--- config.mk ---
export PLATFORM = sky130hd
export DESIGN_NAME = interrupt_sequencer
export DESIGN_NICKNAME = d
export VERILOG_FILES = /design/src/rtl/interrupt_sequencer.sv
export SDC_FILE = /design/constraint.sdc
export NUM_CORES = 1
export LEC_CHECK = 0
export CORE_MARGIN = 2
export CORE_UTILIZATION = 50
export DETAILED_ROUTE_END_ITERATION = 8
export GPL_ROUTABILITY_DRIVEN = 0
export PLACE_DENSITY = 0.77
export SLEW_MARGIN = 10
export SYNTH_ARGS = -nofsm -noshare
export SYNTH_HDL_FRONTEND = slang
export SYNTH_SLANG_ARGS = --single-unit
--- constraint.sdc ---
create_clock -name clk_ph2 -period 5.66 [get_ports clk_ph2]
set_clock_uncertainty 0.2 [all_clocks]
set_input_delay 0.566 -clock clk_ph2 [delete_from_list [all_inputs] [get_ports clk_ph2]]
set_output_delay 0.566 -clock clk_ph2 [all_outputs]
set_load 0.02 [all_outputs]
--- src/rtl/interrupt_sequencer.sv ---
// 6502 interrupt entry sequencer (RESET/NMI/IRQ/BRK) for the NES CPU core.
// Owns the bus for seven cycles plus a PC-load cycle; every output is a flop.
//
// state  | meaning
// IDLE   | waiting for a trigger; bus idle (busy held while reset is pending)
// T0     | dummy read at return address
// T1     | dummy read at return address
// T2     | push return address high byte
// T3     | push return address low byte
// T4     | push status; vector chosen at end of this cycle
// T5     | read vector low byte, set I, clear pulses
// T6     | read vector high byte
// LOAD   | present new PC with pc_load pulse
module interrupt_sequencer #(
    parameter logic [7:0]  STACK_PAGE = 8'h01,
    parameter logic [15:0] VEC_NMI    = 16'hFFFA,
    parameter logic [15:0] VEC_RST    = 16'hFFFC,
    parameter logic [15:0] VEC_IRQ    = 16'hFFFE
) (
    input  logic        clk_ph2,
    input  logic        rst,
    input  logic        inst_end,
    input  logic        brk_start,
    input  logic        irq_req,
    input  logic        nmi_req,
    input  logic [15:0] pc_in,
    input  logic [7:0]  sp_in,
    input  logic [7:0]  p_in,
    input  logic [7:0]  din,
    output logic        busy,
    output logic [15:0] addr,
    output logic [7:0]  dout,
    output logic        rw,
    output logic        sp_dec,
    output logic        set_i,
    output logic        pc_load,
    output logic [15:0] pc_out,
    output logic        nmi_clr,
    output logic        irq_clr
);

    typedef enum logic [3:0] {
        S_IDLE, S_T0, S_T1, S_T2, S_T3, S_T4, S_T5, S_T6, S_LOAD
    } state_t;

    typedef enum logic [1:0] {K_RST, K_NMI, K_IRQ, K_BRK} kind_t;

    state_t      state, state_n;
    kind_t       kind, kind_n;
    logic        rst_pend, rst_pend_n;
    logic [15:0] ret, ret_n;
    logic [15:0] vec, vec_n;
    logic [7:0]  sp, sp_n;
    logic [7:0]  ps, ps_n;
    logic [7:0]  lo, lo_n;

    logic        busy_n, rw_n, sp_dec_n, set_i_n, pc_load_n, nmi_clr_n, irq_clr_n;
    logic [15:0] addr_n, pc_out_n;
    logic [7:0]  dout_n;

    always_ff @(posedge clk_ph2) begin
        if (!rst) begin
            state    <= S_IDLE;
            kind     <= K_RST;
            rst_pend <= 1'b1;
            ret      <= '0;
            vec      <= '0;
            sp       <= '0;
            ps       <= '0;
            lo       <= '0;
            busy     <= 1'b1;
            addr     <= '0;
            dout     <= '0;
            rw       <= 1'b1;
            sp_dec   <= 1'b0;
            set_i    <= 1'b0;
            pc_load  <= 1'b0;
            pc_out   <= '0;
            nmi_clr  <= 1'b0;
            irq_clr  <= 1'b0;
        end else begin
            state    <= state_n;
            kind     <= kind_n;
            rst_pend <= rst_pend_n;
            ret      <= ret_n;
            vec      <= vec_n;
            sp       <= sp_n;
            ps       <= ps_n;
            lo       <= lo_n;
            busy     <= busy_n;
            addr     <= addr_n;
            dout     <= dout_n;
            rw       <= rw_n;
            sp_dec   <= sp_dec_n;
            set_i    <= set_i_n;
            pc_load  <= pc_load_n;
            pc_out   <= pc_out_n;
            nmi_clr  <= nmi_clr_n;
            irq_clr  <= irq_clr_n;
        end
    end

    // Next state and next values of the sequence registers.
    always_comb begin
        state_n    = state;
        kind_n     = kind;
        rst_pend_n = rst_pend;
        ret_n      = ret;
        vec_n      = vec;
        sp_n       = sp;
        ps_n       = ps;
        lo_n       = lo;
        case (state)
            S_IDLE: begin
                if (rst_pend) begin
                    state_n    = S_T0;
                    kind_n     = K_RST;
                    rst_pend_n = 1'b0;
                end else if (inst_end && nmi_req) begin
                    state_n = S_T0;
                    kind_n  = K_NMI;
                end else if (inst_end && irq_req) begin
                    state_n = S_T0;
                    kind_n  = K_IRQ;
                end else if (brk_start) begin
                    state_n = S_T0;
                    kind_n  = K_BRK;
                end
                // Capture is harmless when nothing triggers: the values are unused in IDLE.
                ret_n = (kind_n == K_BRK) ? pc_in + 16'd2 : pc_in;
                sp_n  = sp_in;
                ps_n  = p_in;
            end
            S_T0: state_n = S_T1;
            S_T1: state_n = S_T2;
            S_T2: begin
                state_n = S_T3;
                sp_n    = sp - 8'd1;
            end
            S_T3: begin
                state_n = S_T4;
                sp_n    = sp - 8'd1;
            end
            S_T4: begin
                state_n = S_T5;
                sp_n    = sp - 8'd1;
                if (kind == K_RST)
                    vec_n = VEC_RST;
                else if (nmi_req)
                    vec_n = VEC_NMI;
                else
                    vec_n = VEC_IRQ;
            end
            S_T5: begin
                state_n = S_T6;
                lo_n    = din;
            end
            S_T6:    state_n = S_LOAD;
            S_LOAD:  state_n = S_IDLE;
            default: state_n = S_IDLE;
        endcase
    end

    // Outputs for the cycle about to begin, derived from the next state.
    always_comb begin
        busy_n    = (state_n != S_IDLE) || rst_pend_n;
        addr_n    = '0;
        dout_n    = '0;
        rw_n      = 1'b1;
        sp_dec_n  = 1'b0;
        set_i_n   = 1'b0;
        pc_load_n = 1'b0;
        pc_out_n  = pc_out;
        nmi_clr_n = 1'b0;
        irq_clr_n = 1'b0;
        case (state_n)
            S_T0, S_T1: addr_n = ret_n;
            S_T2: begin
                addr_n   = {STACK_PAGE, sp_n};
                sp_dec_n = 1'b1;
                if (kind_n != K_RST) begin
                    rw_n   = 1'b0;
                    dout_n = ret_n[15:8];
                end
            end
            S_T3: begin
                addr_n   = {STACK_PAGE, sp_n};
                sp_dec_n = 1'b1;
                if (kind_n != K_RST) begin
                    rw_n   = 1'b0;
                    dout_n = ret_n[7:0];
                end
            end
            S_T4: begin
                addr_n   = {STACK_PAGE, sp_n};
                sp_dec_n = 1'b1;
                if (kind_n != K_RST) begin
                    rw_n   = 1'b0;
                    dout_n = {ps_n[7:6], 1'b1, (kind_n == K_BRK), ps_n[3:0]};
                end
            end
            S_T5: begin
                addr_n    = vec_n;
                set_i_n   = 1'b1;
                nmi_clr_n = (vec_n == VEC_NMI);
                irq_clr_n = (kind_n == K_IRQ) && (vec_n == VEC_IRQ);
            end
            S_T6: addr_n = vec_n + 16'd1;
            S_LOAD: begin
                pc_load_n = 1'b1;
                pc_out_n  = {din, lo_n};
            end
            default: ;
        endcase
    end

endmodule
======== Word level (Yosys, flattened, before mapping) ========
Index checks and enable logic that the tools add are counted.
word-level totals
  register bits ........................... 110
  bits of input ports ..................... 46
  output and inout bits ................... 47
  word-level logic and storage cells ...... 84
operators by class
  add/sub/neg operators ................... 3
  eq/ne operators ......................... 20
  multiplexer cells ....................... 29
  reduce and logical (&&, ||, !) cells .... 13
operators with widths
  operator               count
  $pmux 16 s4            1
  $mux 16                3
  $mux 8                 5
  $eq 16x16->1 const B   2
  $eq 4x3->1 const B     8
  $pmux 4 s8             1
  $pmux 8 s3             1
  $add 16x1->16 const B  1
  $add 16x2->16 const B  1
  $eq 4x2->1 const B     4
  $mux 4                 4
  $pmux 8 s2             1
  $mux 2                 6
  $eq 4x1->1 const B     2
  $sub 8x1->8 const B    1
  $eq 2x2->1 const B     3
  $mux 3                 2
  $reduce_or 3->1        2
  $mux 1                 5
  $eq 4x4->1 const B     1
  $logic_not 4->1        1
  $reduce_and 2->1       2
  $reduce_bool 4->1      1
  $logic_and 1x1->1      3
  4 further kinds        4

======== Depth between registers and ports, before layout ========
Gate-level depths: netlist of run 1.
  depth in word-level cells ............... 10
  depth in mapped cells ................... 11
  depth with buffers taken out ............ 9

======== Least setup slack after synthesis of run 1 ========
Ideal clock, no wire load.
  path kind ............................... register -> register
  start ................................... reg state[1]
  end ..................................... reg addr[12]
  setup time .............................. 71 ps
  arrival ................................. 2399 ps
  required time ........................... 5389 ps
  path slack .............................. 2990 ps
  cell stages (with the launch flop) ...... 11
  buffers on the path ..................... 2
  period minus slack after synthesis ...... 2670 ps
  cell sequence ........................... dfxtp_1 buf_2 nand4bb_1 clkbuf_1 o21ai_0 ha_1 nand4_1 o21ai_2 or4b_1 nor3b_1 a21oi_1
between the ends
  elaborated cells on any way between the ends .. 26
  classes of those cells .................. add/sub (1); eq/ne (14); mux (8); reduce/logical (3)
RTL lines
  what                    line  RTL
  from (decl)             48    state_t state, state_n;
  from (signal assigned)  82    state <= state_n;
  $eq 4x3->1              113   case (state)
  $mux 16                 113
  named net vec_n[1]      52    logic [15:0] vec, vec_n;
  $add 16x1->16           208   S_T6: addr_n = vec_n + 16'd1;
  $pmux 16 s4             176   case (state_n)
  to (signal assigned)    91    addr <= addr_n;
  to (decl)               31    output logic [15:0] addr,
The timed path passes the listed nets, and every way through them passes these cells.
A chain may end at the register's enable or synchronous reset.

======== Worst setup path in the final report of run 1 ========
  start ................................... reg state[2]
  end ..................................... reg addr[12]
Same word-level chain as after synthesis.

==> impl_metrics.toml, run 1 <==
[floorplan]
die-area_um2 = 10500
core-area_um2 = 9328
die_w_um = 102.5
row_count = 35
num_io_pins = 93
start_util_pct = 51.97
fp.dieH_um = 102.5

[final_layout]
multi_input_area_um2 = 2521
fin_nets = 692
synthToLayoutAreaGrowth_pct = 24.65
drive_gt1_share_pct = 5.719
diodes = 0
stdcell_count = 776
fill_cells = 805
register_area_um2 = 2162
utilization_pct = 64.78

[route]
detail-route-antenna-nets = 0
drt_wl_total_um = 12690
routedWlPerCell_um = 16.35
first_iter_violations = 310
dr.pass1.iters = 5
viasPerCell = 5.758
drc = 0
vias = 4468

[logic_synthesis]
synth_xor_xnor_area_share_pct = 4.156
synth_top_area_share_pct = 44.61
synth_cell_type_count = 63
yosysSeqAreaShare_pct = 44.61
syn_area_um2 = 4847
synth_commonest_cells = "dfxtp_1 (108), nand2_1 (89), nor2_1 (66)"
synthTopCellsByArea = "dfxtp_1 (45%), nand2_1 (6.9%), nor2_1 (5.1%), a21oi_1 (4.7%), mux2i_1 (4.3%)"
yosys.area_share.simple_pct = 23.54
synth_top_family_by_area = "simple AND/OR/NAND/NOR gates"
yosysMostFrequentCell = "dfxtp_1"
synth_fa_ha_area_share_pct = 1.033
synth-edff-count = 0
ys_seq_elements = 108
synth_compound_area_share_pct = 18.46
synth_flop_cell = "dfxtp_1"
yosysWarnings = 0
synth_area_leader_cell = "dfxtp_1"
syn-num-nets = 623
avgSynthCellArea_um2 = 8.459
synth.area.mux_share_pct = 4.337
syn_inst = 573
synthArstFlopShare_pct = 0

[worst_setup_path]
path_cells = "nand4bb_1 > o21ai_0 > ha_1 > nand4_1 > o21ai_2 > or4b_1 > nor3b_1 > a21oi_1"
critPathTopFamily = "simple AND/OR/NAND/NOR gates"
path_buf_inv = 0
start_kind = "register"
slowest_stage = "dfxtp_1"
crit_fanout = 17
slowest_delay_ns = 0.76
cp.arrival_ns = 3.66
worst_ep_required_time_ns = 5.77
crit_type = "register to register"
crit_path_end_kind = "register"

[global_route]
gr-usage-met1_pct = 33.82
globalRouteMet2Util_pct = 39.27
grt_overflow = 0
grt_usage_pct = 24.76
grt_pass1_wl_um = 20380
use_met3_pct = 5.404
antenna_found_initial = 0
grt_pass1_vias = 4142
grt.busiest_layer = "met2"
grt_start_max_net_pins = 50

[clocking]
clock_sinks = 108
cts_buffer_depth = 2
postCtsHoldBufs = 0
cts_root_buffer = "clkbuf_8"
clk_pin_slew_ns = 0.11
h-tree-depth = 3
postCtsResizedCells = 0
insertion_delay_ns = 0.38
cts_tree = "yes"
post_cts_buffers = 0
cts_buffers = 9

[sta]
fmax_mhz = 281.7
period_share_pct = 62.73
hold_viol = 0
fin_setup_tns_ns = 0
post-route-min-period_ns = 3.550
grt_setup_unrepaired = "no"
worst_pin_slew_ns = 0.8315
finalSetupViolations = 0
max-slew-margin-rel_pct = 44.57
finalMaxSlewViolations = 0

[power_and_ir_drop]
p_int_mw = 1.205
power.density_nw_per_um2 = 280.8
clockPowerShare_pct = 30.6
p_switching_mw = 0.4919
leakagePower_nw = 2.136
netSwitchingFraction_pct = 28.99
pwr-share-comb_pct = 19.6
ir_worst_vdd_mv = 0.1807
p_seq_share_pct = 49.8

[run]
drv_cap = 0

[min_path]
worst_hold_path_type = "register to register"

[place]
port_buffers = 90
detailed_place_hpwl_um = 9050
place_inst = 760

[status]
status = "finished clean"
## metrics by stage
| stage | total power, mW | area [um2] | worst slack, ns | hold slack [ns] |
|---|---|---|---|---|
| 2_1_floorplan | 1.059 | 4847 | 2.990 | 0.2321 |
| 3_3_place_gp | 1.181 | 5818 | 2.329 | 0.2368 |
| 3_5_place_dp | 1.187 | 5818 | 2.237 | 0.2429 |
| 4_1_cts | 1.699 | 6042 | 2.180 | 0.2621 |
| 5_1_grt | 1.768 | 6042 | 1.931 | 0.2758 |
| 6_report | 1.697 | 6042 | 2.110 | 0.2578 |
## cell type report
type                       count  area share, %
multi-input combinational    420          41.73
sequential                   108          35.78
timing repair buffer          95          15.53
tap                          129          2.671
clock buffer                   9          2.050
clock inverter                 7          1.657
inverter                       8         0.5798
## registers in the layout (all words and copies together) (netlist names), 2 cells and up
register and cells:
dout 8, state 4, ret 16, sp 8, ps 6, addr 16, kind 2, lo 8
vec 16, pc_out 16
## final timing paths
kind	from	endpoint	slack [ns]	cells after the start
worst max-delay path	state[2]	addr[12]	2.11	8
worst min-delay path	lo[7]	pc_out[7]	0.26	2
worst max register to register	state[2]	addr[12]	2.11	8
worst min register to register	lo[7]	pc_out[7]	0.26	2
## layer usage
| layer | part of all wire [%] | up-vias |
|---|---|---|
| met5 | 0 | - |
| met4 | 2.0 | 0 |
| met3 | 5.9 | 24 |
| met2 | 46 | 160 |
| met1 | 46 | 2125 |
| li1 | - | 2159 |
## cell usage in the layout, fill, tap and decap left out, types with 8 or more instances in the layout
cell type / n
a21oi_1: 46
and2_1: 8
clkbuf_8: 9
clkdlybuf4s50_1: 90
dfxtp_1: 108
mux2i_1: 21
nand2_1: 89
nand3_1: 15
nand4_1: 9
nor2_1: 66
nor3_1: 9
o21ai_0: 19
o22ai_1: 10
xnor2_1: 16
## power by group through the flow
stage | clock [mW] | combinational (mW) | sequential, mW
3_5_place_dp | 0 | 0.327 | 0.861
4_1_cts | 0.525 | 0.329 | 0.844
3_3_place_gp | 0 | 0.322 | 0.859
5_1_grt | 0.557 | 0.360 | 0.851
6_report | 0.520 | 0.332 | 0.845
2_1_floorplan | 0 | 0.188 | 0.870
## worst register-to-register path, stage by stage (launching register included)
cell       delay, ns
dfxtp_1         0.76
nand4bb_1       0.51
o21ai_0         0.50
ha_1            0.31
nand4_1         0.18
o21ai_2         0.28
or4b_1          0.45
nor3b_1         0.15
a21oi_1         0.13
## cell families (layout without fill, tap and decap cells)
logic type                 after synthesis  in the layout
muxes                                   21             21
DFF                                    108            108
adders and majority gates                4              4
buffers and inverters                   45            119
AOI/OAI and AO/OA                      132            132
and+or+nand+nor                        240            240
xor gates and xnor gates                23             23
Note: power is estimated with default switching activity, not from simulation.
==> run 2: changes to the inputs <==
--- a/config.mk
+++ b/config.mk
@@ -6,10 +6,10 @@
 export NUM_CORES = 1
 export LEC_CHECK = 0
 export CORE_MARGIN = 2
-export CORE_UTILIZATION = 50
+export CORE_UTILIZATION = 47
 export DETAILED_ROUTE_END_ITERATION = 8
 export GPL_ROUTABILITY_DRIVEN = 0
-export PLACE_DENSITY = 0.77
+export PLACE_DENSITY = 0.76
 export SLEW_MARGIN = 10
 export SYNTH_ARGS = -nofsm -noshare
 export SYNTH_HDL_FRONTEND = slang
==> constraint.sdc (replaced) <==
create_clock -name clk_ph2 -period 2.94 [get_ports clk_ph2]
set_clock_uncertainty 0.2 [all_clocks]
set_input_delay 0.294 -clock clk_ph2 [delete_from_list [all_inputs] [get_ports clk_ph2]]
set_output_delay 0.294 -clock clk_ph2 [all_outputs]
set_load 0.02 [all_outputs]
==> run 2 against run 1 <==
Die area up 6.1%. Maximum frequency rose by 36%. Critical path depth is the same. Wire length increased by 2.8%. Via count is essentially flat. Final cell count grew 3.2%. Largest cell class unchanged.
==> impl_metrics.toml, run 2 (same netlist as run 1, synthesis figures left out) <==
[power_and_ir_drop]
ir_worst_vdd_mv = 0.3591
power.density_nw_per_um2 = 507.7
leakagePower_nw = 2.215

[final_layout]
final_cell_mix = "dfxtp_1 (108), clkdlybuf4s50_1 (90), nand2_1 (89)"
stdcell_count = 801
fin_nets = 711
diodes = 0
drive_gt1_share_pct = 8.271
layout_commonest_cell = "dfxtp_1"
postLayoutCellArea_um2 = 6158
synthToLayoutAreaGrowth_pct = 27.05

[clocking]
cts_root_buffer = "clkbuf_8"
insertion_delay_ns = 0.37
cts_tree = "yes"
clock_sinks = 108
clk_pin_slew_ns = 0.10
postCtsResizedCells = 0
cts_buffer_depth = 2
cts_buffers = 9
postCtsHoldBufs = 0
post_cts_buffers = 0
h-tree-depth = 3

[sta]
max-slew-margin-rel_pct = 51.06
grt_setup_unrepaired = "no"
finalSetupViolations = 0
worst_pin_slew_ns = 0.7340
fmax_mhz = 381.9
fin_setup_tns_ns = 0
finalMaxSlewViolations = 0
period_share_pct = 89.07
hold_viol = 0
post-route-min-period_ns = 2.619

[place]
detailed_place_hpwl_um = 9692
placed_cell_area_um2 = 5982
port_buffers = 90
place_inst = 786

[global_route]
grt_pass1_vias = 4282
grt_pass1_wl_um = 21220
grt_usage_pct = 23.88
grt_overflow = 0
antenna_found_initial = 0
grt_start_max_net_pins = 39

[run]
drv_cap = 0

[worst_setup_path]
crit_fanout = 5
crit_type = "register to register"
start_kind = "register"
crit_path_end_kind = "register"
cp.arrival_ns = 2.73
worst_ep_required_time_ns = 3.05

[route]
routedWlPerCell_um = 16.27
dr.pass1.iters = 7
vias = 4467
viasPerCell = 5.577
first_iter_violations = 318
drc = 0
detail-route-antenna-nets = 0
drt_wl_total_um = 13040

[floorplan]
core-area_um2 = 10180
row_count = 37
fp.dieH_um = 105.6
num_io_pins = 93
die-area_um2 = 11140
start_util_pct = 47.59
die_w_um = 105.6

[min_path]
worst_hold_path_type = "register to register"

[status]
status = "finished clean"
## run 2: final cells by class
class,count,area [um2]
Clock buffer,10,137.6
Clock inverter,5,38.79
Fill cell,902,4026
Inverter,8,35.03
Multi-Input combinational cell,420,2521
Sequential cell,108,2162
Tap cell,136,170.2
Timing Repair Buffer,114,1094
## run 2: worst max-delay path, cell delays in order (launching register included)
cell and delay, ns:
dfxtp_1 0.40, nand4bb_1 0.17, o21ai_0 0.37, ha_1 0.32
nand4_1 0.20, o21ai_2 0.18, or4b_1 0.44, nor3b_1 0.16
a21oi_1 0.12
## run 2: through the flow
step                setup slack (ns)  power, mW  util [%]  hold WS (ns)
CTS                           0.3544      3.141     60.47        0.2489
detailed placement            0.1188      2.321     58.73        0.2454
floorplan                     0.2703      2.038         -        0.1708
global route                 0.07616      3.256     60.47        0.2657
global placement              0.2194      2.306     58.73        0.2418
finish                        0.3215      3.127     60.47        0.2565
## run 2: path summary, 6_finish.rpt
| path | from | endpoint | slack, ns | cells past startpoint |
|---|---|---|---|---|
| max | state[0] | addr[12] | 0.32 | 8 |
| min | lo[5] | pc_out[5] | 0.26 | 2 |
| max reg2reg | state[0] | addr[12] | 0.32 | 8 |
| min reg2reg | lo[5] | pc_out[5] | 0.26 | 2 |
## run 2: per-layer routing
metal  track usage, %  routed length [um]  up-vias
met4            8.647                 319        0
li1                 -                   -     2195
met5                0                   0        -
met2            38.53                6101      128
met3            4.886                 738       28
met1            31.72                5875     2116
## run 2: where the power goes
part	internal [mW]	switching [mW]
sequential	1.56	0.0552
clock	0.330	0.499
combinational	0.305	0.381
total	2.19	0.935
